File: src/rtl/serial_adder.sv
// Bit-serial adder/subtractor: one full-adder cell plus a carry flop, LSB first,
// one bit per clock, with a start/busy/done handshake and registered results.
module serial_adder #(
  parameter int unsigned WIDTH = 8
) (
  input  logic             clk,
  input  logic             rst,
  input  logic             start,
  input  logic             sub,
  input  logic [WIDTH-1:0] a,
  input  logic [WIDTH-1:0] b,
  input  logic             cin,
  output logic             busy,
  output logic             done,
  output logic [WIDTH-1:0] sum,
  output logic             cout
);

  localparam int unsigned CNT_W = $clog2(WIDTH) + 1;
  localparam logic [CNT_W-1:0] LAST_BIT = CNT_W'(WIDTH - 1);

  typedef enum logic [1:0] {
    S_IDLE = 2'd0,
    S_RUN  = 2'd1,
    S_DONE = 2'd2
  } state_e;

  state_e           state_q, state_d;
  logic [WIDTH-1:0] a_sh_q, a_sh_d;
  logic [WIDTH-1:0] b_sh_q, b_sh_d;
  logic [WIDTH-1:0] res_q, res_d;
  logic [WIDTH-1:0] sum_q, sum_d;
  logic [CNT_W-1:0] cnt_q, cnt_d;
  logic             carry_q, carry_d;
  logic             cout_q, cout_d;
  logic             busy_q, busy_d;
  logic             done_q, done_d;

  logic             bit_s;
  logic             bit_c;
  logic [WIDTH-1:0] res_next;

  // Single full-adder cell operating on the current LSBs.
  always_comb begin
    bit_s    = a_sh_q[0] ^ b_sh_q[0] ^ carry_q;
    bit_c    = (a_sh_q[0] & b_sh_q[0]) | (carry_q & (a_sh_q[0] ^ b_sh_q[0]));
    res_next = (res_q >> 1) | (WIDTH'(bit_s) << (WIDTH - 1));
  end

  // Next-state and datapath control.
  always_comb begin
    state_d = state_q;
    a_sh_d  = a_sh_q;
    b_sh_d  = b_sh_q;
    res_d   = res_q;
    sum_d   = sum_q;
    cnt_d   = cnt_q;
    carry_d = carry_q;
    cout_d  = cout_q;
    busy_d  = 1'b0;
    done_d  = 1'b0;

    case (state_q)
      S_IDLE, S_DONE: begin
        if (start) begin
          // Subtract is a + ~b + 1, so the carry-in is forced high.
          a_sh_d  = a;
          b_sh_d  = sub ? ~b : b;
          carry_d = sub | cin;
          cnt_d   = '0;
          res_d   = '0;
          busy_d  = 1'b1;
          state_d = S_RUN;
        end else begin
          state_d = S_IDLE;
        end
      end

      S_RUN: begin
        a_sh_d  = a_sh_q >> 1;
        b_sh_d  = b_sh_q >> 1;
        res_d   = res_next;
        carry_d = bit_c;
        cnt_d   = cnt_q + CNT_W'(1);
        busy_d  = 1'b1;
        if (cnt_q == LAST_BIT) begin
          sum_d   = res_next;
          cout_d  = bit_c;
          busy_d  = 1'b0;
          done_d  = 1'b1;
          state_d = S_DONE;
        end
      end

      default: state_d = S_IDLE;
    endcase
  end

  // State register; reset overrides any start on the same edge.
  always_ff @(posedge clk) begin
    if (rst) begin
      state_q <= S_IDLE;
      a_sh_q  <= '0;
      b_sh_q  <= '0;
      res_q   <= '0;
      sum_q   <= '0;
      cnt_q   <= '0;
      carry_q <= 1'b0;
      cout_q  <= 1'b0;
      busy_q  <= 1'b0;
      done_q  <= 1'b0;
    end else begin
      state_q <= state_d;
      a_sh_q  <= a_sh_d;
      b_sh_q  <= b_sh_d;
      res_q   <= res_d;
      sum_q   <= sum_d;
      cnt_q   <= cnt_d;
      carry_q <= carry_d;
      cout_q  <= cout_d;
      busy_q  <= busy_d;
      done_q  <= done_d;
    end
  end

  assign busy = busy_q;
  assign done = done_q;
  assign sum  = sum_q;
  assign cout = cout_q;

endmodule
File: config.mk
export PLATFORM = sky130hd
export DESIGN_NAME = serial_adder
export DESIGN_NICKNAME = d
export VERILOG_FILES = /design/src/rtl/serial_adder.sv
export SDC_FILE = /design/constraint.sdc
export NUM_CORES = 1
export LEC_CHECK = 0
export ABC_AREA = 0
export CAP_MARGIN = 15
export CORE_MARGIN = 4
export CORE_UTILIZATION = 25
export DETAILED_ROUTE_END_ITERATION = 10
export GPL_ROUTABILITY_DRIVEN = 1
export PLACE_DENSITY_LB_ADDON = 0.1
export SLEW_MARGIN = 20
export SYNTH_ARGS = -nofsm -noshare
export SYNTH_HDL_FRONTEND = slang
export SYNTH_SLANG_ARGS = --single-unit
File: constraint.sdc
create_clock -name clk -period 1.48 [get_ports clk]
set_input_delay 0.37 -clock clk [delete_from_list [all_inputs] [get_ports clk]]
set_output_delay 0.37 -clock clk [all_outputs]
set_load 0.01 [all_outputs]
# Word-level counts from Yosys, hierarchy flattened
# Index checks and enable logic that the tools add are counted.
dict set report word_totals {
  ff_bits 42
  wordCells 49
}
dict set report classes {
  n_addsub 1
  n_eq_ne 5
  muxes 18
  bitwise_logic 9
  n_reduce_logical 6
}
# operator n
set op_table {}
lappend op_table {{8-bit one-hot mux with 2 select lines} 3}
lappend op_table {{8-bit two-way mux} 4}
lappend op_table {{8-bit NOT} 1}
lappend op_table {{7-bit by 8-bit OR with 8-bit output} 1}
lappend op_table {{4-bit one-hot mux with 2 select lines} 1}
lappend op_table {{1-bit two-way mux} 5}
lappend op_table {{4-bit by 1-bit adder with 4-bit output, second input constant} 1}
lappend op_table {{4-bit by 3-bit equality test with 1-bit output, second input constant} 1}
lappend op_table {{4-bit two-way mux} 1}
lappend op_table {{2-bit inequality test, second input constant} 2}
lappend op_table {{1-bit one-hot mux with 2 select lines} 2}
lappend op_table {{2-bit one-hot mux with 2 select lines} 1}
lappend op_table {{2-bit AND reduction} 2}
lappend op_table {{2-bit OR reduction} 2}
lappend op_table {{1-bit AND} 2}
lappend op_table {{2-bit by 1-bit equality test with 1-bit output, second input constant} 1}
lappend op_table {{2-bit equality test, second input constant} 1}
lappend op_table {{2-bit zero test} 1}
lappend op_table {{2-bit two-way mux} 1}
lappend op_table {{1-bit OR} 2}
lappend op_table {{2-bit nonzero test} 1}
lappend op_table {{1-bit bitwise XOR} 2}
lappend op_table {{1-bit NOT} 1}

# Logic depth before layout (Yosys ltp)
# Gate-level depths: netlist of run 1.
dict set report depth {
  ltp_word 4
  depth_mapped 5
  ltp_nobuf 4
}

# Least setup slack after synthesis of run 1
# OpenSTA, ideal clock, no wires.
dict set report synth_timing {
  kind {register to register}
  start {reg cnt_q[0]}
  end {reg cout_q, in the netlist cout}
  setup_ns 0.072
  arrival_time_ns 1.146
  slack_ns 0.263
  path_stages_with_launch 5
  path_buffers 0
  path_cell_list {dfxtp_1 > ha_1 > nand3b_1 > nor2_8 > mux2i_1}
}
dict set report synth_via {
  elab_chain_cells 2
}
# item line_no
set synth_rtl {}
lappend synth_rtl {{from (decl)} 33} ;# logic [CNT_W-1:0] cnt_q, cnt_d;
lappend synth_rtl {{from (signal assigned)} 118} ;# cnt_q <= cnt_d;
lappend synth_rtl {{4-bit by 3-bit equality test with 1-bit output} 86} ;# if (cnt_q == LAST_BIT) begin
lappend synth_rtl {{2-bit AND reduction (no line)} n/a}
lappend synth_rtl {{to (signal assigned)} 120} ;# cout_q <= cout_d;
lappend synth_rtl {{to (decl)} 35} ;# logic cout_q, cout_d;
# No other way between the ends.
# A chain may end at the register's enable or synchronous reset.

# Final worst setup path of run 1
dict set report layout_timing {
  start {reg state_q[1]}
  end {reg cnt_q[2]}
}
dict set report layout_via {
  elab_chain_cells 4
}
# item line_no
set layout_rtl {}
lappend layout_rtl {{from (decl)} 28} ;# state_e state_q, state_d;
lappend layout_rtl {{from (signal assigned)} 113} ;# state_q <= state_d;
lappend layout_rtl {{2-bit equality test or 2-bit zero test (tied branches)} 63} ;# case (state_q)
lappend layout_rtl {{2-bit OR reduction} 63}
lappend layout_rtl {{2-bit inequality test (no line) or 2-bit nonzero test (tied branches)} n/a}
lappend layout_rtl {{2-bit AND reduction (no line)} n/a}
# Parallel ways exist; a longest one is shown, timed or not.

==> reports/metrics.cfg, run 1 <==
[status]
status = complete, no violations

[yosys]
synth_cell_types = 29
netlist_area_mm2 = 0.001817
netlist_instances = 193
yosys_warnings = 0
ys_seq_area_frac = 0.4518
avgSynthCellArea_um2 = 9.413
ys_seq_elements = 41
synth_nets = 216

[cts]
clk_pin_slew_ns = 0.08
numCtsBuffers = 5
postCtsSetupBuffers = 0
cts.path.max_buffers = 2
clk_latency_ns = 0.29
cts.sinks = 41
cts-root-buf = clkbuf_8
cts_tree = yes
cts_max_level = 2
cts_hold_buf = 0

[setup_path]
critical_path_class = reg2reg
critPathLaunchType = flip-flop
cp.required_ns = 1.70
path_cells = nand2b_1, mux2_2, a211oi_2
worstSetupEndpointType = flip-flop
path_max_fanout = 5
max_stage_delay_ns = 0.39
critPathBufInv = 0
crit_slowest_cell = mux2_2
crit_family = multiplexers
critPathArrivalTime_ns = 1.57

[job]
drv_cap = 0

[floorplan]
core_mm2 = 0.006944
die_area_mm2 = 0.008695
initial_core_util = 0.2616
io-pin-count = 32
rows = 30
die_w_um = 93.25
die_y_um = 93.25

[final_layout]
drive_gt1_frac = 0.1330
layout_common_cells = 40 x dfxtp_1, 26 x a21oi_1, 25 x nand3_1
fin_util = 0.3395
final_common_cell = dfxtp_1
antenna_cells = 0
final_area_mm2 = 0.002357
syn_to_final_growth_pct = 29.75
num-nets-final = 255

[global_route]
grt_pass1_vias = 1393
overflow = 0
grt_max_degree = 26
grt_pass1_wl_um = 6796
antenna_found_initial = 0
grt_usage = 0.09946

[sta]
setup_tns_ns = 0
timing.final.ws_setup_ns = 0.1268
slew_headroom = 0.7617
drv_slew = 0
hold_ws_ns = 0.4680
tightestPinTransition_ns = 0.3575
setup_viol = 0
period_share = 0.9143
hold_viol = 0
fmax_ghz = 0.7390
grt_setup_unrepaired = false
fin_crit_ns = 1.353
skew_ns = 0.007945

[routing]
drtIter0Drc = 62
antenna_left = 0
post_drt_via_cell_ratio = 4.432
routedWlPerCell_um = 12.22
first_pass_iters = 4
drc = 0
num_vias = 1458
drt_wl_total_um = 4019

[power]
power.net_switching_uw = 588.9
power_switching_share = 0.2639
pwr-share-clk = 0.324
seq_power_share = 0.527
p_int_mw = 1.642
irDropWorstVdd_mv = 0.2820
p_leak_nw = 0.8764
combPwrFrac = 0.149
p_per_area_mw_per_mm2 = 946.5

[placed_design]
io_buffers = 31
gp_congestion = 0.6789
dpl_cell_area_mm2 = 0.002281
dp_hpwl_um = 2822
dpl_worst_slack_ns = -0.1459

[worst_hold_path]
hold_class = reg2reg

[registers in the layout, indices dropped and copies added (netlist names)]
register / flops
a_sh_q: 8
b_sh_q: 8
busy: 1
carry_q: 1
cnt_q: 4
cout: 1
done: 1
res_q: 7
state_q: 2
sum: 8
[kinds of logic (layout without fill, tap and decap cells)]
group | count (synthesis) | in the layout | share of synthesized area
adder cells (fa/ha/maj) | 2 | 2 | 0.01791
AND/OR/NAND/NOR | 69 | 69 | 0.2094
buffers and inverters | 17 | 57 | 0.06955
AO/OA/AOI/OAI | 44 | 44 | 0.1453
flip-flops | 41 | 41 | 0.4518
XOR/XNOR | 8 | 8 | 0.03857
multiplexers | 12 | 12 | 0.06749
[worst paths after layout]
path	end	cells past startpoint	slack (ns)	start
min	res_q[6]	2	0.47	res_q[7]
max reg2reg	cnt_q[2]	3	0.13	state_q[1]
min reg2reg	res_q[6]	2	0.47	res_q[7]
max	cnt_q[2]	3	0.13	state_q[1]
[Yosys cell counts]
library cell / instances / area (um2)
dfxtp_1: 41 / 820.8
a21oi_1: 26 / 130.1
nand3_1: 25 / 125.1
nand2b_1: 21 / 131.4
a22oi_1: 13 / 97.59
nand2_1: 11 / 41.29
mux2i_1: 10 / 100.1
xor2_1: 8 / 70.07
buf_4: 6 / 45.04
buf_6: 5 / 56.30
clkbuf_1: 4 / 15.01
nor2_1: 3 / 11.26
buf_2: 2 / 10.01
nor3_1: 2 / 10.01
o21ai_1: 2 / 10.01
a211oi_1: 1 / 7.510
a211oi_2: 1 / 12.51
a31oi_1: 1 / 6.260
and2b_1: 1 / 7.510
fa_1: 1 / 20.02
ha_1: 1 / 12.51
mux2_1: 1 / 11.26
mux2_2: 1 / 11.26
nand3b_1: 1 / 7.510
nand4_1: 1 / 6.260
nor2_8: 1 / 20.02
nor2b_1: 1 / 6.260
nor3b_1: 1 / 7.510
or3_1: 1 / 6.260
[area by class of cell]
cell class                      instances  area, um2
Tap cell                               96      120.1
Clock inverter                          3      17.52
Fill cell                             754       4587
Sequential cell                        41      822.0
Timing Repair Buffer                   49      456.7
Clock buffer                            5      68.82
Multi-Input combinational cell        135      872.1
[power by group through the flow]
stage	clock network, mW	logic [mW]	registers [mW]
2_1_floorplan	0	0.210	1.20
3_3_place_gp	0	0.339	1.20
3_5_place_dp	0	0.339	1.20
4_1_cts	0.765	0.338	1.18
5_1_grt	0.808	0.372	1.18
6_report	0.723	0.332	1.18
[metrics by stage]
stage / total power, mW / cells
global route: 2.363 / 329
CTS: 2.280 / 329
global placement: 1.543 / 321
detailed placement: 1.541 / 321
floorplan: 1.407 / 193
finish: 2.231 / 329
[metal layers]
metal  global-route usage  vias to the layer above  share of wire
li1                     -                      746              -
met1               0.1328                      670           0.49
met2               0.1471                       34           0.43
met3              0.02494                        8          0.054
met4              0.05128                        0          0.022
met5                    0                        -              0
[tightest hold or removal path, delay by kind of cell (launching register included)]
kind / cells / cell delay (ns)
AO/OA/AOI/OAI: 1 / 0.05
flip-flops: 1 / 0.33
AND/OR/NAND/NOR: 1 / 0.06
[repair_timing]
action / CTS / global route
setup endpoints to repair: 11 / 2
pin swaps: 0 / 0
endpoints found under the hold margin: 0 / 0
gates resized for setup: 11 / 2
Note: power is estimated with default switching activity, not from simulation.
==> run 2: changes to the inputs <==
==> constraint.sdc (replaced) <==
create_clock -name clk -period 1.3 [get_ports clk]
set_input_delay 0.325 -clock clk [delete_from_list [all_inputs] [get_ports clk]]
set_output_delay 0.325 -clock clk [all_outputs]
set_load 0.01 [all_outputs]
==> run 2 against run 1 <==
  * Worst hold slack gained 0.0018 ns
  * Utilization is 2.3 points higher
  * Sequential cell count unchanged
  * Clock skew about the same
  * Critical path depth shrank 2
  * Non-clock buffer count grew 7
  * Sequential share of layout area shrank 2.1 points
  * Global-route usage is 0.086 points lower
  * Count of clock-buffer cells in the layout rose by 1
  * Combinational power grew 27%
  * Power rose by 27%
  * Critical endpoint is now sum[6]
  * Largest power group unchanged
==> reports/metrics.cfg, run 2 (same netlist as run 1, synthesis figures left out) <==
[setup_path]
max_stage_delay_ns = 0.33  ; -0.06 ns
path_max_fanout = 2  ; -3
cp.required_ns = 0.98  ; -0.72 ns
path_cells = dlygate4sd2_1
critical_path_class = reg2out
worstSetupEndpointType = output port
crit_slowest_cell = dfxtp_1
critPathLaunchType = flip-flop
crit_family = flip-flops
critPathBufInv = 1  ; +1
critPathArrivalTime_ns = 0.89  ; -0.68 ns

[cts]
cts_max_level = 2  ; unchanged
postCtsSetupBuffers = 0  ; unchanged
cts.sinks = 41  ; unchanged
clk_latency_ns = 0.29  ; about the same
cts-root-buf = clkbuf_8
cts.path.max_buffers = 2  ; unchanged
clk_pin_slew_ns = 0.08  ; about the same
cts_tree = yes
numCtsBuffers = 5  ; unchanged
cts_hold_buf = 0  ; unchanged

[final_layout]
syn_to_final_growth_pct = 38.50
antenna_cells = 0  ; unchanged
drive_gt1_frac = 0.1867  ; +0.05367
n_fill_cell = 720  ; -4.5%
num-nets-final = 263  ; +3.1%
multi_input_area_um2 = 905.9  ; +3.9%
ff_latch_area_um2 = 824.5  ; +0.30%
layout_common_cells = 38 x dfxtp_1, 26 x a21oi_1, 25 x nand3_1
final_common_cell = dfxtp_1
fin_util = 0.3623  ; +0.02288

[routing]
num_vias = 1521  ; +4.3%
drtIter0Drc = 52  ; -16%
routedWlPerCell_um = 13.07  ; +7.0%
drt_wl_total_um = 4406  ; +9.6%
antenna_left = 0  ; unchanged
post_drt_via_cell_ratio = 4.513  ; +1.8%
drc = 0  ; unchanged
first_pass_iters = 4  ; unchanged

[power]
power_mw = 2.840  ; +27%
irDropWorstVdd_mv = 0.4709  ; +67%
p_leak_nw = 0.9560  ; +9.1%
p_per_area_mw_per_mm2 = 1129  ; +19%

[floorplan]
die_area_mm2 = 0.008695  ; unchanged
die_y_um = 93.25  ; unchanged
core_mm2 = 0.006944  ; unchanged
rows = 30  ; unchanged
die_w_um = 93.25  ; unchanged
initial_core_util = 0.2616  ; unchanged
io-pin-count = 32  ; unchanged

[sta]
hold_viol = 0  ; unchanged
timing.final.ws_setup_ns = 0.08050  ; -0.04628 ns
tightestPinTransition_ns = 0.2550  ; -0.1025 ns
setup_viol = 0  ; unchanged
drv_slew = 0  ; unchanged
slew_headroom = 0.8295  ; +0.06781
fmax_ghz = 0.8200
skew_ns = 0.007874  ; -0.00007097 ns
fin_crit_ns = 1.219
period_share = 0.9381

[job]
drv_cap = 0  ; unchanged

[global_route]
grt_pass1_wl_um = 6920  ; +1.8%
grt_usage = 0.09860  ; -0.0008610
overflow = 0  ; unchanged
grt_pass1_vias = 1489  ; +6.9%
antenna_found_initial = 0  ; unchanged
grt_max_degree = 28  ; +7.7%

[worst_hold_path]
hold_class = reg2reg

[placed_design]
dp_hpwl_um = 2857  ; +1.2%
io_buffers = 31  ; unchanged
dpl_worst_slack_ns = -0.2929  ; -0.1470 ns
gp_congestion = 0.6584  ; -3.0%

[status]
status = complete, no violations

run 2: changes by cell type in the layout (fill, tap and decap cells not counted), sizes merged:
cell           delta
nor2              +1
clkbuf            +2
clkdlybuf4s50     -1
buf               +6
dlymetal6s2s      +1
clkinv            -2
bufinv            +1
run 2: path summary, 6_finish.rpt:
check | from | endpoint | slack, ns | depth (start not counted)
min reg2reg | res_q[6] | res_q[5] | 0.47 | 2
min | res_q[6] | res_q[5] | 0.47 | 2
max reg2reg | state_q[1] | b_sh_q[3] | 0.08 | 4
max | sum[6] | sum[6] | 0.08 | 1
run 2: what timing repair did:
action,CTS,global route
endpoints found under the setup margin,11,23
gates cloned,0,2
pin swaps,0,1
gates resized for setup,11,11
run 2: cell type report:
cell class,count,share of cell area
well taps,96,0.04774
multi-input cells,136,0.3600
clock inverters,2,0.01492
clock buffers,6,0.03282
flip-flops and latches,41,0.3277
repair buffers,56,0.2168
run 2: power by group:
group	switching (mW)	internal, mW
Sequential	0.0352	1.31
Clock	0.452	0.625
Combinational	0.201	0.219
Total	0.688	2.15
run 2: stage by stage:
step	hold WS, ns	std cells	TNS (ns)	instance area [um2]
floorplan	0.4429	193	0	1817
CTS	0.4694	335	0	2445
detailed placement	0.4566	327	-8.232	2338
global placement	0.4551	327	-7.776	2338
global route	0.4847	337	-0.01720	2516
finish	0.4698	337	0	2516
run 2: per-layer routing:
metal / vias to the layer above / global-route usage / wire length (um)
li1: 773 / - / -
met1: 716 / 0.1249 / 2140
met2: 27 / 0.1590 / 2016
met3: 5 / 0.02977 / 187
met4: 0 / 0.03297 / 61
met5: - / 0 / 0
==> run 3: changes to the inputs <==
--- a/config.mk
+++ b/config.mk
@@ -16,3 +16,4 @@
 export SYNTH_ARGS = -nofsm -noshare
 export SYNTH_HDL_FRONTEND = slang
 export SYNTH_SLANG_ARGS = --single-unit
+export TNS_END_PERCENT = 1
==> run 3 against run 2 <==
  * Critical path depth rose by 2
  * First-iteration DRC count rose by 37%
  * Power fell by 0.33%
  * Largest cell class unchanged
  * Largest power group unchanged
  * Die area did not move
  * Clock skew fell by 0.00053 ns
  * Clock power barely moved
  * Count of clock-buffer cells in the layout did not move
  * Via count fell by 1.5%
==> reports/metrics.cfg, run 3 (same netlist as run 1, synthesis figures left out) <==
[power]
power_switching_share = 0.2426  ; +0.0004496
power.net_switching_uw = 686.5  ; -0.14%
power_mw = 2.830  ; -0.33%
p_per_area_mw_per_mm2 = 1136  ; +0.62%
p_int_mw = 2.144  ; -0.39%
pwr-share-clk = 0.381  ; +0.002
seq_power_share = 0.475  ; +0.002
irDropWorstVdd_mv = 0.4295  ; -8.8%
p_leak_nw = 0.9491  ; -0.72%
combPwrFrac = 0.144  ; -0.004

[global_route]
grt_max_degree = 28  ; unchanged
overflow = 0  ; unchanged
antenna_found_initial = 0  ; unchanged
grt_usage = 0.09860  ; unchanged
grt_pass1_wl_um = 6920  ; unchanged
grt_pass1_vias = 1489  ; unchanged

[placed_design]
place_inst = 327  ; unchanged
dp_hpwl_um = 2857  ; unchanged
gp_congestion = 0.6584  ; unchanged
dpl_worst_slack_ns = -0.2929  ; unchanged
io_buffers = 31  ; unchanged
dpl_cell_area_mm2 = 0.002338  ; unchanged

[sta]
period_share = 0.9422  ; +0.004111
fmax_ghz = 0.8164  ; -0.44%
hold_viol = 0  ; unchanged
fin_crit_ns = 1.225  ; +0.005344 ns
timing.final.ws_setup_ns = 0.07516  ; -0.005344 ns
grt_setup_unrepaired = true
setup_tns_ns = 0  ; unchanged
slew_headroom = 0.8295  ; about the same
tightestPinTransition_ns = 0.2550  ; -0.00005376 ns
skew_ns = 0.007346  ; -0.0005278 ns
setup_viol = 0  ; unchanged
drv_slew = 0  ; unchanged

[final_layout]
drive_gt1_frac = 0.1750  ; -0.01172
layout_common_cells = 39 x dfxtp_1, 26 x a21oi_1, 25 x nand3_1
final_area_mm2 = 0.002492  ; -0.94%
syn_to_final_growth_pct = 37.19
stdcell_count = 336  ; -0.30%
antenna_cells = 0  ; unchanged
final_common_cell = dfxtp_1
num-nets-final = 262  ; -0.38%

[cts]
cts_tree = yes
cts.sinks = 41  ; unchanged
cts-root-buf = clkbuf_8
cts_max_level = 2  ; unchanged
cts.path.max_buffers = 2  ; unchanged
cts_hold_buf = 0  ; unchanged
numCtsBuffers = 5  ; unchanged
clk_latency_ns = 0.29  ; about the same
clk_pin_slew_ns = 0.08  ; about the same

[setup_path]
critPathArrivalTime_ns = 1.41  ; +0.52 ns
cp.required_ns = 1.48  ; +0.50 ns
critical_path_class = reg2reg
crit_slowest_cell = dfxtp_2
path_max_fanout = 6  ; +4
max_stage_delay_ns = 0.44  ; +0.11 ns
worstSetupEndpointType = flip-flop
path_cells = and2b_1, nand4_1, mux2_1
critPathLaunchType = flip-flop
critPathBufInv = 0  ; -1
crit_family = flip-flops

[floorplan]
core_mm2 = 0.006944  ; unchanged
die_w_um = 93.25  ; unchanged
initial_core_util = 0.2616  ; unchanged
rows = 30  ; unchanged
die_area_mm2 = 0.008695  ; unchanged
io-pin-count = 32  ; unchanged
die_y_um = 93.25  ; unchanged

[job]
drv_cap = 0  ; unchanged

[routing]
drtIter0Drc = 71  ; +37%
drt_wl_total_um = 4317  ; -2.0%
routedWlPerCell_um = 12.85  ; -1.7%
post_drt_via_cell_ratio = 4.458  ; -1.2%
first_pass_iters = 5  ; +1
num_vias = 1498  ; -1.5%
antenna_left = 0  ; unchanged
drc = 0  ; unchanged

[worst_hold_path]
hold_class = reg2reg

[status]
status = complete, no violations

run 3: cell count changes in the layout (fill, tap and decap cells not counted), sizes merged:
| cell | before | now |
|---|---|---|
| clkbuf | 7 | 6 |
run 3: routing by layer:
metal  vias to the layer above  wire length, um  track usage  part of all wire
met1                       689             2050       0.1249              0.47
met2                        35             1998       0.1590              0.46
met5                         -                0            0                 0
met4                         0               61      0.03297             0.014
met3                         5              206      0.02977             0.048
li1                        769                -            -                 -
run 3: stage by stage:
step                      utilization  hold slack, ns
after detailed placement       0.3368          0.4566
final                          0.3589          0.4701
after global routing           0.3589          0.4847
after global placement         0.3368          0.4551
after CTS                      0.3521          0.4694
after floorplan                     -          0.4429
run 3: what timing repair did:
action / in CTS / in global routing
setup buffers: 0 / 0
cloned: 0 / 1
setup endpoints to repair: 11 / 23
resized for setup: 11 / 9
pin swaps: 0 / 1
run 3: tightest hold or removal path, delay by kind of cell (launching register included):
family           cells  cell delay (ns)
flip-flops           1             0.32
AND/OR/NAND/NOR      1             0.06
AO/OA/AOI/OAI        1             0.06
run 3: worst paths after layout:
kind	cells past startpoint	end	start	slack [ns]
min	2	a_sh_q[5]	a_sh_q[5]	0.47
min reg2reg	2	a_sh_q[5]	a_sh_q[5]	0.47
max reg2reg	3	cnt_q[3]	state_q[0]	0.08
max	3	cnt_q[3]	state_q[0]	0.08
run 3: final cells by class:
cell class              count  area (um2)
fillers                   727        4452
multi-input cells         136       908.4
flip-flops and latches     41       823.3
repair buffers             55       520.5
well taps                  96       120.1
clock buffers               6       82.58
clock inverters             2       37.54
run 3: power by group through the flow:
stage / Combinational (mW) / Clock, mW / Sequential, mW
global route: 0.448 / 1.17 / 1.35
CTS: 0.395 / 1.13 / 1.34
finish: 0.407 / 1.08 / 1.34
floorplan: 0.239 / 0 / 1.36
global placement: 0.396 / 0 / 1.37
detailed placement: 0.397 / 0 / 1.37
